**src/rtl/instruction_fetch_unit.sv**
```systemverilog
// Instruction fetch unit: owns the PC, runs one fetch at a time against a slow instruction memory,
// and buffers returned words in a small FIFO toward decode with valid/ready and redirect support.
module instruction_fetch_unit #(
    parameter logic [31:0] RESET_PC    = 32'h0000_0000,
    parameter int          MEM_LATENCY = 6,
    parameter int          FIFO_DEPTH  = 2
) (
    input  logic        clock,
    input  logic        reset_n,
    output logic [31:0] imem_address,
    input  logic [31:0] imem_instruction,
    input  logic        redirect_valid,
    input  logic [31:0] redirect_target,
    output logic        fetch_valid,
    output logic [31:0] fetch_instruction,
    output logic [31:0] fetch_pc,
    input  logic        fetch_ready,
    output logic        misaligned_error
);
    localparam int PTR_W = $clog2(FIFO_DEPTH);
    localparam int CNT_W = $clog2(MEM_LATENCY);

    localparam logic [PTR_W-1:0] PTR_ONE    = PTR_W'(1);
    localparam logic [PTR_W:0]   COUNT_ONE  = (PTR_W + 1)'(1);
    localparam logic [PTR_W:0]   COUNT_FULL = (PTR_W + 1)'(FIFO_DEPTH);
    localparam logic [CNT_W-1:0] CNT_INIT   = CNT_W'(MEM_LATENCY - 1);
    localparam logic [CNT_W-1:0] CNT_ONE    = CNT_W'(1);
    localparam logic [31:0]      PC_STEP    = 32'd4;

    typedef enum logic [1:0] {ST_IDLE, ST_REQUEST, ST_WAIT, ST_CAPTURE} state_t;

    state_t           state_q, state_d;
    logic [31:0]      pc_q, pc_d;
    logic [31:0]      addr_q, addr_d;
    logic [CNT_W-1:0] cnt_q, cnt_d;
    logic [PTR_W-1:0] wr_ptr_q, wr_ptr_d, rd_ptr_q, rd_ptr_d;
    logic [PTR_W:0]   count_q, count_d, count_after_pop;
    logic [31:0]      buf_instr_q [FIFO_DEPTH];
    logic [31:0]      buf_instr_d [FIFO_DEPTH];
    logic [31:0]      buf_pc_q    [FIFO_DEPTH];
    logic [31:0]      buf_pc_d    [FIFO_DEPTH];
    logic [31:0]      head_instr_q, head_instr_d, head_pc_q, head_pc_d;
    logic             valid_q, valid_d, misaligned_q, misaligned_d;
    logic             push, pop;

    always_comb begin
        state_d         = state_q;
        pc_d            = pc_q;
        addr_d          = addr_q;
        cnt_d           = cnt_q;
        wr_ptr_d        = wr_ptr_q;
        rd_ptr_d        = rd_ptr_q;
        count_d         = count_q;
        buf_instr_d     = buf_instr_q;
        buf_pc_d        = buf_pc_q;
        head_instr_d    = head_instr_q;
        head_pc_d       = head_pc_q;
        valid_d         = valid_q;
        misaligned_d    = 1'b0;
        push            = 1'b0;
        pop             = valid_q && fetch_ready;
        count_after_pop = pop ? count_q - COUNT_ONE : count_q;

        if (redirect_valid) begin
            // Flush wins over any same-cycle capture or pop; the in-flight word is dropped.
            state_d      = ST_REQUEST;
            pc_d         = {redirect_target[31:2], 2'b00};
            misaligned_d = (redirect_target[1:0] != 2'b00);
            wr_ptr_d     = '0;
            rd_ptr_d     = '0;
            count_d      = '0;
            valid_d      = 1'b0;
        end else begin
            case (state_q)
                ST_IDLE: state_d = ST_REQUEST;
                ST_REQUEST: begin
                    addr_d = pc_q;
                    cnt_d  = CNT_INIT;
                    // Reserve a slot now so the capture can never overflow.
                    if (count_after_pop < COUNT_FULL) state_d = ST_WAIT;
                end
                ST_WAIT: begin
                    cnt_d = cnt_q - CNT_ONE;
                    if (cnt_q == CNT_ONE) state_d = ST_CAPTURE;
                end
                ST_CAPTURE: begin
                    push    = 1'b1;
                    pc_d    = pc_q + PC_STEP;
                    state_d = ST_REQUEST;
                end
                default: state_d = ST_IDLE;
            endcase

            if (push) begin
                buf_instr_d[wr_ptr_q] = imem_instruction;
                buf_pc_d[wr_ptr_q]    = addr_q;
                wr_ptr_d              = wr_ptr_q + PTR_ONE;
            end
            if (pop) rd_ptr_d = rd_ptr_q + PTR_ONE;
            count_d = push ? count_after_pop + COUNT_ONE : count_after_pop;
            valid_d = (count_d != '0);
            // Head is registered so the outputs hold their last value once the buffer drains.
            if (count_d != '0) begin
                head_instr_d = buf_instr_d[rd_ptr_d];
                head_pc_d    = buf_pc_d[rd_ptr_d];
            end
        end
    end

    always_ff @(posedge clock or negedge reset_n) begin
        if (!reset_n) begin
            state_q      <= ST_IDLE;
            pc_q         <= RESET_PC;
            addr_q       <= RESET_PC;
            cnt_q        <= '0;
            wr_ptr_q     <= '0;
            rd_ptr_q     <= '0;
            count_q      <= '0;
            head_instr_q <= '0;
            head_pc_q    <= '0;
            valid_q      <= 1'b0;
            misaligned_q <= 1'b0;
            for (int i = 0; i < FIFO_DEPTH; i++) begin
                buf_instr_q[i] <= '0;
                buf_pc_q[i]    <= '0;
            end
        end else begin
            state_q      <= state_d;
            pc_q         <= pc_d;
            addr_q       <= addr_d;
            cnt_q        <= cnt_d;
            wr_ptr_q     <= wr_ptr_d;
            rd_ptr_q     <= rd_ptr_d;
            count_q      <= count_d;
            head_instr_q <= head_instr_d;
            head_pc_q    <= head_pc_d;
            valid_q      <= valid_d;
            misaligned_q <= misaligned_d;
            buf_instr_q  <= buf_instr_d;
            buf_pc_q     <= buf_pc_d;
        end
    end

    assign imem_address      = addr_q;
    assign fetch_valid       = valid_q;
    assign fetch_instruction = head_instr_q;
    assign fetch_pc          = head_pc_q;
    assign misaligned_error  = misaligned_q;
endmodule
```
**config.mk**
```make
export PLATFORM = sky130hd
export DESIGN_NAME = instruction_fetch_unit
export DESIGN_NICKNAME = d
export VERILOG_FILES = /design/src/rtl/instruction_fetch_unit.sv
export SDC_FILE = /design/constraint.sdc
export NUM_CORES = 1
export LEC_CHECK = 0
export CELL_PAD_IN_SITES_DETAIL_PLACEMENT = 1
export CELL_PAD_IN_SITES_GLOBAL_PLACEMENT = 1
export CORE_ASPECT_RATIO = 1.25
export CORE_UTILIZATION = 35
export DETAILED_ROUTE_END_ITERATION = 10
export PLACE_DENSITY_LB_ADDON = 0.1
export SYNTH_ARGS = -nofsm -noshare
export SYNTH_HDL_FRONTEND = slang
export SYNTH_SLANG_ARGS = --single-unit
```
**constraint.sdc**
```tcl
create_clock -name clock -period 2.6 [get_ports clock]
set_input_delay 0.65 -clock clock [delete_from_list [all_inputs] [get_ports clock]]
set_output_delay 0.65 -clock clock [all_outputs]
set_load 0.01 [all_outputs]
```
==> impl_metrics.env <==
export IMPL_ctsLongestPathBuffers=3
export IMPL_synth_xor_area_share_pct=1.18
export IMPL_dpl_hpwl_microns=23900
export IMPL_start_util_pct=35.7
export IMPL_swShare_pct=36.2
export IMPL_pre_cts_ws_ps=-107
export IMPL_synth_simple_gate_area_share_pct=15.0
export IMPL_dieArea_sq_um=35900
export IMPL_path_cells="clkdlybuf4s50_1"
export IMPL_slowest_delay_ps=610
export IMPL_synth_adder_area_share_pct=0.610
export IMPL_fillers=3702
export IMPL_end_kind="output port"
export IMPL_fin_hold_ws_ps=487
export IMPL_root_buffer="clkbuf_16"
export IMPL_final_setup_viol_count=0
export IMPL_track_usage_pct=21.0
export IMPL_ios=166
export IMPL_num_vias=9496
export IMPL_cts_resized_gates=0
export IMPL_dp_cells=1697
export IMPL_power_density_nw_per_um2=1200
export IMPL_path_class="flop to output port"
export IMPL_r2r_start="state_q[0]"
export IMPL_crit_slowest_cell="clkdlybuf4s50_1"
export IMPL_combPwrFrac_pct=41.4
export IMPL_final_cell_count_no_fill=1751
export IMPL_synth_edf_count=0
export IMPL_p_int_mw=12.1
export IMPL_whs_endpoint="buf_pc_q[1]"
export IMPL_dieHeight_microns=212
export IMPL_async_reset_ff_share_pct=100
export IMPL_regToRegSetupSlack_ps=300
export IMPL_power_leakage_nw=6.68
export IMPL_gp_congestion=0.735
export IMPL_synth_cell_types=49
export IMPL_status="finished, final reports clean"
export IMPL_area_growth_pct=28.5
export IMPL_final_setup_tns_ps=0
export IMPL_clk_latency_ps=560
export IMPL_cap_violations=0
export IMPL_rows=76
export IMPL_maxSlewHeadroom_pct=56.8
export IMPL_firstDrtPassIters=4
export IMPL_final_core_util_pct=45.8
export IMPL_htreeDepth=1
export IMPL_grt_start_max_net_pins=79
export IMPL_coreArea_sq_um=34500
export IMPL_post_cts_buffers=0
export IMPL_synth_compound_area_share_pct=14.3
export IMPL_ys_warn_count=0
export IMPL_syn_avg_cell_area_sq_um=11.0
export IMPL_worst_ep_arrival_time_ps=1680
export IMPL_cts_buffers=30
export IMPL_ys_flop_type="dfrtp_1"
export IMPL_hp_class="flop to flop"
export IMPL_ys_seq_area_share_pct=53.5
export IMPL_r2r_end="fetch_pc[8]"
export IMPL_pwr_share_clk_pct=21.8
export IMPL_start_kind="flop"
export IMPL_drt_wl_total_microns=36700
export IMPL_synthMuxAreaShare_pct=11.8
export IMPL_fmaxAchievable_mhz=430
export IMPL_final_cell_area_sq_um=15800
export IMPL_p_seq_share_pct=36.8
export IMPL_io_buffers=163
export IMPL_finalHoldViolCount=0
export IMPL_crit_required_ps=1950
export IMPL_reg2reg_depth=7
export IMPL_drive_gt1_share_pct=18.6
export IMPL_netlist_area_sq_um=12300
export IMPL_grt_pass1_vias=10371
export IMPL_finalWorstSetupSlack_ps=274
export IMPL_hp_start="buf_pc_q[1]"
export IMPL_synth_top_family_by_area="simple AND/OR/NAND/NOR gates"
export IMPL_critPathBufInv=1
export IMPL_ys_ff_latch=263
export IMPL_antenna_found_initial=0
export IMPL_final_period_minus_worst_setup_slack_ps=2330
export IMPL_nets=1336
export IMPL_synthesis_instances=1117
export IMPL_cts_clk_slew_worst_paths_ps=60
export IMPL_vias_per_cell=5.42
export IMPL_cts_tree="yes"
export IMPL_worst_pin_slew_ps=631
export IMPL_rsz0062_at_grt="false"
export IMPL_total_power_mw=19.0
export IMPL_cts_sinks=263
export IMPL_hold_path_depth=1
export IMPL_critPathTopFamily="buffers and inverters"
export IMPL_cts_hold_buf=1
export IMPL_wl_per_cell_microns=21.0
export IMPL_p_sw_mw=6.90
export IMPL_ir_drop_uv=533
export IMPL_skew_ps=8.72
export IMPL_drtIter0Drc=454
export IMPL_period_share_pct=89.5
export IMPL_diodes=0
export IMPL_slew_violations=0
export IMPL_grt_pass1_wl_microns=59100
export IMPL_dpl_cell_area_sq_um=14800
export IMPL_remaining_drc_errors=0
export IMPL_die_w_microns=170
export IMPL_critPathMaxFanout=5
export IMPL_ant_nets=0
export IMPL_overflow=0
metal layers:
metal | up-vias | routed length (microns) | track usage [%]
li1 | 4446 | - | -
met1 | 4837 | 16000 | 26.5
met2 | 169 | 18900 | 37.7
met3 | 44 | 1240 | 2.49
met4 | 0 | 614 | 5.53
met5 | - | 0 | 0
Yosys cell counts (all sizes together) (3+ instances only):
cell | count | area share, %
nand3b | 3 | 0.18
xor2 | 4 | 0.28
mux2i | 3 | 0.24
nor2 | 24 | 0.73
nor2b | 4 | 0.20
mux2 | 126 | 12
and3 | 68 | 3.5
nand2 | 108 | 3.3
o21ai | 85 | 3.5
nand3 | 20 | 0.85
a31oi | 12 | 0.61
xnor2 | 10 | 0.71
o31ai | 75 | 4.6
and2 | 3 | 0.15
ha | 6 | 0.61
dfrtp | 263 | 53
nor3b | 63 | 3.8
inv | 9 | 0.27
a21oi | 6 | 0.24
clkbuf | 95 | 2.9
nand4 | 11 | 0.56
a211o | 5 | 0.36
nand2b | 4 | 0.20
or4 | 12 | 0.73
a2111oi | 62 | 4.4
buf | 10 | 0.44
nor4 | 5 | 0.25
power by group through the flow:
| stage | Clock, mW | Sequential [mW] | Combinational (mW) |
|---|---|---|---|
| finish | 4.16 | 7.00 | 7.88 |
| global placement | 0 | 7.02 | 7.77 |
| floorplan | 0 | 6.88 | 4.27 |
| global route | 4.42 | 7.23 | 8.65 |
| CTS | 4.28 | 7.04 | 7.97 |
| detailed placement | 0 | 7.11 | 7.95 |
area by class of cell:
| type | count | area [sq um] | area share [%] |
|---|---|---|---|
| tap | 468 | 586 | 3.70 |
| multi-input combinational | 740 | 5350 | 33.8 |
| clock buffer | 46 | 902 | 5.70 |
| sequential | 263 | 6580 | 41.6 |
| clock inverter | 7 | 63.8 | 0.403 |
| timing repair buffer | 217 | 2290 | 14.5 |
| inverter | 10 | 37.5 | 0.237 |
flip-flops by register name, indices dropped and copies added (netlist names), 2 cells and up:
signal / flops
buf_instr_q: 64
pc_q: 30
fetch_pc: 32
imem_address: 30
fetch_instruction: 32
count_q: 2
state_q: 2
buf_pc_q: 64
cnt_q: 3
cell usage in the layout, fill, tap and decap left out, types with 2 or more instances in the layout:
master           count
a2111oi_0           62
a211o_1              5
a21oi_1              5
a31oi_1             12
and2_1               3
and3_1              68
buf_12              20
buf_4               33
clkbuf_1             8
clkbuf_16           31
clkbuf_8             7
clkdlybuf4s50_1    162
clkinv_2             5
conb_1               2
dfrtp_1            263
ha_1                 5
inv_1                9
mux2_2             126
mux2i_1              3
nand2_1            107
nand2b_1             4
nand3_1             18
nand3b_1             3
nand4_1             11
nor2_1              24
nor2b_1              3
nor3b_1             62
nor4_1               5
o21ai_0             85
o31a_1               2
o31ai_1             74
or2_2                2
or3_1                2
or4_1               12
xnor2_1             10
xor2_1               4
how the worst max path moves through the flow:
| stage | start | to | slack (ps) | cells past startpoint |
|---|---|---|---|---|
| finish | imem_address[31] | imem_address[31] | 270 | 1 |
| global route | state_q[0] | fetch_instruction[18] | 110 | 7 |
| floorplan | state_q[0] | fetch_instruction[0] | 260 | 9 |
| detailed placement | fetch_ready | fetch_pc[8] | -110 | 7 |
| global placement | fetch_ready | fetch_instruction[23] | -20 | 8 |
| CTS | fetch_valid | fetch_valid | 240 | 1 |
cells by family after synthesis:
logic type	Yosys count
other cells	1
simple gates	334
flops	263
buf+inv	115
mux	129
compound gates	254
fa+ha+maj	6
xor+xnor	15
Note: power is estimated with default switching activity, not from simulation.
